### src/rtl/commit_packet_arbiter.sv
// commit_packet_arbiter
//   Shares one registered commit/writeback stream among NUM_INPUTS execute-unit
//   requesters. Round-robin arbitration with starvation aging; a grant is held
//   from the first beat of a multi-beat packet until its eop beat, so beats
//   from different units never interleave on the output.
// Ports
//   clk, reset               clock, synchronous active-high reset
//   valid_in/ready_in        per-input handshake (ready_in is one-hot or zero)
//   data_in                  per-input payload, input i at [i*DATAW +: DATAW]
//   sop_in/eop_in            per-input packet delimiters (only eop steers state)
//   valid_out/ready_out      registered output handshake
//   data_out/sop_out/eop_out registered beat
//   sel_out                  input index that produced the current output beat
//   locked                   high while a packet is open
module commit_packet_arbiter #(
   parameter int NUM_INPUTS   = 4,
   parameter int DATAW        = 64,
   parameter int STARVE_LIMIT = 15,
   localparam int SELW        = (NUM_INPUTS > 1) ? $clog2(NUM_INPUTS) : 1
) (
   input  logic                        clk,
   input  logic                        reset,
   input  logic [NUM_INPUTS-1:0]       valid_in,
   output logic [NUM_INPUTS-1:0]       ready_in,
   input  logic [NUM_INPUTS*DATAW-1:0] data_in,
   input  logic [NUM_INPUTS-1:0]       sop_in,
   input  logic [NUM_INPUTS-1:0]       eop_in,
   output logic                        valid_out,
   input  logic                        ready_out,
   output logic [DATAW-1:0]            data_out,
   output logic                        sop_out,
   output logic                        eop_out,
   output logic [SELW-1:0]             sel_out,
   output logic                        locked
);

   localparam int CNTW = (STARVE_LIMIT > 1) ? $clog2(STARVE_LIMIT + 1) : 1;
   localparam logic [CNTW-1:0] LIMIT = CNTW'(STARVE_LIMIT);

   typedef enum logic {IDLE, LOCKED} state_t;

   state_t            state, state_nxt;
   logic [SELW-1:0]   lock_id, rr_ptr, gsel;
   logic              gvalid, can_accept, fire, fire_eop;
   logic [DATAW-1:0]  dsel;
   logic              sop_sel, eop_sel;
   logic [CNTW-1:0]   cnt [NUM_INPUTS];

   assign can_accept = ~valid_out | ready_out;
   assign locked     = (state == LOCKED);

   // Grant selection: lock owner, else lowest-index starved input, else
   // first valid input at or after rr_ptr (circular).
   always_comb begin
      int              idx;
      logic            starved_hit;
      logic [SELW-1:0] sidx;
      gvalid      = 1'b0;
      gsel        = '0;
      starved_hit = 1'b0;
      idx         = 0;
      sidx        = '0;
      if (state == LOCKED) begin
         gsel   = lock_id;
         gvalid = valid_in[lock_id];
      end else begin
         gvalid = |valid_in;
         // Descending scans with overwrite leave the lowest matching index.
         for (int i = NUM_INPUTS - 1; i >= 0; i--) begin
            if (valid_in[i] && cnt[i] == LIMIT) begin
               starved_hit = 1'b1;
               gsel        = SELW'(i);
            end
         end
         if (!starved_hit) begin
            for (int k = NUM_INPUTS - 1; k >= 0; k--) begin
               idx = int'(rr_ptr) + k;
               if (idx >= NUM_INPUTS) idx = idx - NUM_INPUTS;
               sidx = SELW'(idx);
               if (valid_in[sidx]) gsel = sidx;
            end
         end
      end
   end

   // Payload of the granted input.
   always_comb begin
      dsel    = '0;
      sop_sel = 1'b0;
      eop_sel = 1'b0;
      for (int i = 0; i < NUM_INPUTS; i++) begin
         if (gsel == SELW'(i)) begin
            dsel    = data_in[i*DATAW +: DATAW];
            sop_sel = sop_in[i];
            eop_sel = eop_in[i];
         end
      end
   end

   assign fire     = gvalid & can_accept & ~reset;
   assign fire_eop = fire & eop_sel;
   assign ready_in = fire ? ({{(NUM_INPUTS-1){1'b0}}, 1'b1} << gsel) : '0;

   // FSM: only eop decides open/close; sop is ignored so a stray sop cannot
   // reassign an open packet.
   always_ff @(posedge clk) begin
      if (reset) state <= IDLE;
      else       state <= state_nxt;
   end

   always_comb begin
      state_nxt = state;
      if (fire) state_nxt = eop_sel ? IDLE : LOCKED;
   end

   always_ff @(posedge clk) begin
      if (reset) begin
         lock_id <= '0;
         rr_ptr  <= '0;
      end else begin
         if (fire && !eop_sel) lock_id <= gsel;
         if (fire_eop)
            rr_ptr <= (gsel == SELW'(NUM_INPUTS - 1)) ? '0 : gsel + 1'b1;
      end
   end

   // Starvation age per input. Held (not cleared) across mid-packet beats.
   for (genvar g = 0; g < NUM_INPUTS; g++) begin : g_age
      always_ff @(posedge clk) begin
         if (reset)
            cnt[g] <= '0;
         else if (!valid_in[g] || (fire_eop && gsel == SELW'(g)))
            cnt[g] <= '0;
         else if (fire && gsel == SELW'(g))
            cnt[g] <= cnt[g];
         else if (cnt[g] != LIMIT)
            cnt[g] <= cnt[g] + 1'b1;
      end
   end

   // Output register.
   always_ff @(posedge clk) begin
      if (reset) begin
         valid_out <= 1'b0;
         data_out  <= '0;
         sop_out   <= 1'b0;
         eop_out   <= 1'b0;
         sel_out   <= '0;
      end else if (fire) begin
         valid_out <= 1'b1;
         data_out  <= dsel;
         sop_out   <= sop_sel;
         eop_out   <= eop_sel;
         sel_out   <= gsel;
      end else if (ready_out) begin
         valid_out <= 1'b0;
      end
   end

endmodule

### config.mk
export PLATFORM = sky130hd
export DESIGN_NAME = commit_packet_arbiter
export DESIGN_NICKNAME = d
export VERILOG_FILES = /design/src/rtl/commit_packet_arbiter.sv
export SDC_FILE = /design/constraint.sdc
export NUM_CORES = 1
export LEC_CHECK = 0
export BUFFER_PORTS_ARGS = -buffer_cell sky130_fd_sc_hd__buf_4
export CAP_MARGIN = 25
export CORE_AREA = 10 10 125 127
export DETAILED_ROUTE_END_ITERATION = 12
export DIE_AREA = 0 0 135 137
export PLACE_DENSITY = 0.92
export SYNTH_ARGS = -nofsm -noshare
export SYNTH_HDL_FRONTEND = slang
export SYNTH_SLANG_ARGS = --single-unit
### constraint.sdc
create_clock -name clk -period 5.7 [get_ports clk]
set_input_delay 0.285 -clock clk [delete_from_list [all_inputs] [get_ports clk]]
set_output_delay 0.285 -clock clk [all_outputs]
set_load 0.03 [all_outputs]
==> flow_summary.toml, run 1 <==
[status]
outcome = "finished clean"

[clocking]
post_cts_buffers = 0
htreeDepth = 3
root_buffer = "clkbuf_16"
clkSinkCount = 90
holdBufCountCts = 0
cts_tree = "built"
clock_path_buffers = 2
clkTransAtPathRegs_ps = 60
numCtsBuffers = 9
insertion_delay_ps = 340
cts_resized = 0

[sta]
hold_viol = 0
max_slew_margin_pct = 43.9
setup_viol = 0
max_freq_ghz = 0.238
worstMarginPinSlew_ps = 842
fin_crit_sh_pct = 73.8
finalWorstSetupSlack_ps = 1490
finalCriticalPeriod_ps = 4210
worst_hold_slack_ps = 143
fin_worst_skew_ps = 6.46
fin_setup_tns_ps = 0
rsz0062_at_grt = "no"
slew_violations = 0

[cells_and_area]
n_fill_cell = 1084
design_area_mm2 = 0.00862
diodes = 0
fin_util_pct = 65.9
syn_to_final_growth_pct = 48.9
drive_gt1_share_pct = 36.6
layout.cells.non_filler = 1199
fin_nets = 1297

[die]
io_pins = 345
rows = 42
core_area_mm2 = 0.0131
die_y_um = 137
die_x_um = 135
initial_utilization_pct = 44.3
fp.dieArea_mm2 = 0.0185

[min_path]
hp-class = "in2reg"
holdPathStages = 2

[yosys]
synth_edf_count = 16
synth_top_family_by_area = "compound AO/OA/AOI/OAI gates"
yosys_warnings = 0
synth.yosys.seq_area_share_pct = 33.9
synth_simple_gate_area_share_pct = 25.7
synth_fa_ha_area_share_pct = 1.73
syn_inst = 739
yosys-top-cells-count = "a21oi_1 (138), nor2b_1 (133), dfxtp_1 (74), nor3_1 (69), a221oi_1 (67)"
synth_most_common_cell = "a21oi_1"
synth_xor_area_share_pct = 1.21
synthMuxAreaShare_pct = 1.12
synth-seq-cells = 90
synthFlopType = "dfxtp_1"
synth_compound_gate_area_share_pct = 29.9
synth_fp_nets = 1018
synth_top_area_share_pct = 25.6
synth.area.top_cells = "dfxtp_1 (26%), nor2b_1 (14%), a21oi_1 (12%), a221oi_1 (10%), edfxtp_1 (8.3%)"
syn_area_mm2 = 0.00579
avgSynthCellArea_um2 = 7.84
synth_cell_type_count = 42
synth_top_area_cell = "dfxtp_1"
ys_async_sr_fraction_pct = 0

[setup_path]
required_ps = 5410
cp_max_fo = 72
r2r-end = "cnt[2][1]"
cp-start-kind = "flop"
worstPathArrival_ps = 3920
rrSetupSlack_ps = 1510
crit_type = "reg2out"
critPathLaunch = "cnt[0][0]"
worstReg2RegStart = "cnt[0][0]"
endpoint = "ready_in[2]"
rr_worst_depth = 11
end_kind = "primary output"

[global_routing]
grt-ovfl-total = 0
grt_pass1_vias = 6388
grt_pass1_wl_um = 34400
track_usage_pct = 23.4
antenna_found_initial = 0
grt_max_degree = 84

[drt]
drt_iter0_drc = 555
post-route-drc-count = 0
wirelength_um = 23400
ant_nets = 0
wl_per_cell_um = 19.5
vias = 6706
viasPerCell = 5.59
dr.pass1.iters = 5

[power]
p_leak_nw = 3.78
ir_worst_vdd_mv = 0.245
total_power_mw = 4.16
p_per_area_mw_per_mm2 = 483

[place]
post-place-ws_ps = 1570
dp_hpwl_um = 17800
port_buffers = 344
postPlaceCellArea_mm2 = 0.00834
place_congestion = 0.929
dp.cells = 1183

[job]
max_cap_violations = 0
-- how the worst min path moves through the flow --
stage          startpoint          to  slack, ps
6_report            reset   valid_out        140
5_1_grt             reset      locked        130
4_1_cts             reset   valid_out        130
3_5_place_dp      eop_out     eop_out        490
3_3_place_gp   sel_out[0]  sel_out[0]        470
2_1_floorplan       reset   valid_out        350
-- worst max-delay path, cell delays in order (launching register included) --
cell and delay (ps):
edfxtp_1 420, ha_1 240, and3_1 250, a221oi_1 390, a21oi_1 100, a21o_1 260
inv_1 170, ha_4 510, buf_4 610, and2_1 340, buf_4 210
-- logic make-up (layout without fill, tap and decap cells) --
group	after synthesis	count (layout)
compound gates	288	288
xor+xnor	8	8
fa+ha+maj	8	8
buf+inv	88	372
flops	90	90
mux	5	5
simple gates	252	252
-- report_power, final --
part,switching [mW],internal (mW)
clock,0.251,0.337
combinational,1.58,1.06
sequential,0.102,0.826
-- layer usage --
layer	track usage, %	wire (µm)	vias up
met2	40.7	12100	275
li1	-	-	3304
met4	11.2	890	0
met3	6.93	1690	51
met1	25.8	8700	3076
met5	0	0	-
-- sequential cells by signal, indices dropped and copies added (netlist names) --
register and count:
rr_ptr 2, sel_out 2, lock_id 2, locked 1, data_out 64, cnt 16
sop_out 1, valid_out 1, eop_out 1
-- placed cells by master, fill, tap and decap left out, types with 7 or more instances in the layout --
cell type  instances
nand2_1            7
edfxtp_1          16
clkbuf_16          9
nor2b_1          133
nor3_1            69
a221oi_1          67
o21ai_1            9
buf_4            350
o21ai_0           60
a21oi_1          138
dfxtp_1           74
-- cell type report --
type	instances	area, µm²	area share [%]
clock buffers	10	229	2.66
clock inverters	6	56.3	0.653
inverters	6	22.5	0.261
multi-input cells	561	3500	40.6
flip-flops and latches	90	1960	22.8
well taps	176	220	2.55
repair buffers	350	2630	30.5
(Power assumes the default switching activity.)
==> run 2: changes to the inputs <==
CORE_AREA = unset   (was 10 10 125 127)
CORE_MARGIN = 10   (was unset)
CORE_UTILIZATION = 40   (was unset)
DIE_AREA = unset   (was 0 0 135 137)
PLACE_DENSITY = 0.89   (was 0.92)
clock period = 3.71 ns   (was 5.7 ns; I/O delays follow)
==> run 2 against run 1 <==
Compared with the run above:
- flip-flop and latch count is the same
- power increased by 58%
- sequential share of layout area decreased by 0.24 points
- critical endpoint is now data_out[22]
- highest routed layer unchanged
- largest cell class unchanged
- combinational power grew 59%
- critical path type is now reg2reg
==> flow_summary.toml, run 2 (same netlist as run 1, synthesis figures left out) <==
[cells_and_area]
diodes = 0
largestRegisters = "data_out x64, cnt x16"
fin_util_pct = 62.1
most-common-layout-cells = "buf_4 (355), a21oi_1 (138), nor2b_1 (133), dfxtp_1 (74), nor3_1 (69)"
fin_nets = 1304
design_area_mm2 = 0.00871
n_fill_cell = 1235
syn_to_final_growth_pct = 50.4
largest_register = "data_out"
largest_reg_flops = 64
layout.cells.non_filler = 1210
drive_gt1_share_pct = 37.3
final_common_cell = "buf_4"

[global_routing]
grt_pass1_vias = 6636
grt_pass1_wl_um = 36700
antenna_found_initial = 0
grt_busiest_layer = "met2"
grt-ovfl-total = 0
grtUsageMet3_pct = 7.34
grt_max_degree = 88
use_met1_pct = 24.9
track_usage_pct = 22.9
met2_usage_pct = 40.6

[drt]
ant_nets = 0
wirelength_um = 24300
vias = 6779
drt_iter0_drc = 554
viasPerCell = 5.60
wl_per_cell_um = 20.1
dr.pass1.iters = 5
post-route-drc-count = 0

[setup_path]
cp-start-kind = "flop"
required_ps = 3970
cp_max_fo = 33
worstPathArrival_ps = 3680
end_kind = "flop"
crit_type = "reg2reg"

[die]
rows = 43
core_area_mm2 = 0.0140
io_pins = 345
fp.dieArea_mm2 = 0.0197
die_x_um = 140
initial_utilization_pct = 41.2
die_y_um = 140

[status]
outcome = "finished clean"

[job]
max_cap_violations = 0

[place]
postPlaceCellArea_mm2 = 0.00842
place_congestion = 0.921
dp_hpwl_um = 18700
port_buffers = 344
dp.cells = 1194

[clocking]
clkSinkCount = 90
cts_resized = 0
cts_tree = "built"
holdBufCountCts = 0
clkTransAtPathRegs_ps = 70
insertion_delay_ps = 350
numCtsBuffers = 9
htreeDepth = 3
root_buffer = "clkbuf_16"
post_cts_buffers = 0
clock_path_buffers = 2

[sta]
setup_viol = 0
fin_worst_skew_ps = 6.61
max_freq_ghz = 0.293
rsz0062_at_grt = "no"
hold_viol = 0
max_slew_margin_pct = 49.3
fin_crit_sh_pct = 92.1
finalCriticalPeriod_ps = 3420
fin_setup_tns_ps = 0
slew_violations = 0
worstMarginPinSlew_ps = 760

[power]
ir_worst_vdd_mv = 0.389
p_per_area_mw_per_mm2 = 754
p_leak_nw = 3.82

[min_path]
hp-class = "in2reg"
## run 2: final timing paths
path	slack [ps]	endpoint	cells after the start	start
setup reg to reg	290	data_out[22]	12	cnt[3][0]
hold reg to reg	490	sel_out[0]	2	sel_out[0]
hold / removal	40	valid_out	2	reset
setup / recovery	290	data_out[22]	12	cnt[3][0]
## run 2: area by class of cell
type / instances / area [µm²] / share of cell area [%]
clock buffer: 9 / 225 / 2.58
clock inverter: 7 / 68.8 / 0.790
inverter: 6 / 22.5 / 0.258
multi-input combinational: 561 / 3500 / 40.2
sequential: 90 / 1960 / 22.5
tap: 180 / 225 / 2.58
timing repair buffer: 357 / 2710 / 31.0
## run 2: routing by layer
metal  share of wire, %  wire length (µm)
met5                  0                 0
met2                 51             12500
met1                 37              8900
met4                3.3               792
met3                8.8              2130
## run 2: where the power goes
group          internal [mW]  switching (mW)  leakage (nW)
sequential              1.27           0.162         0.805
clock                  0.521           0.402         0.142
combinational           1.71            2.50          2.87
## run 2: critical path, cell delays in order (launching register included)
cell	delay [ps]
edfxtp_1	430
ha_1	240
and3_1	270
nand2_1	100
a31oi_1	80
o21ai_1	490
ha_2	290
buf_4	360
buf_4	440
a221oi_1	170
nor3_1	160
a21oi_1	60
a21oi_1	210
## run 2: through the flow
stage	setup WS, ps	hold slack [ps]	power [mW]
global route	84.4	22.2	7.04
CTS	317	24.6	6.55
global placement	463	390	5.51
detailed placement	330	392	5.61
finish	295	35.0	6.57
floorplan	675	255	4.32
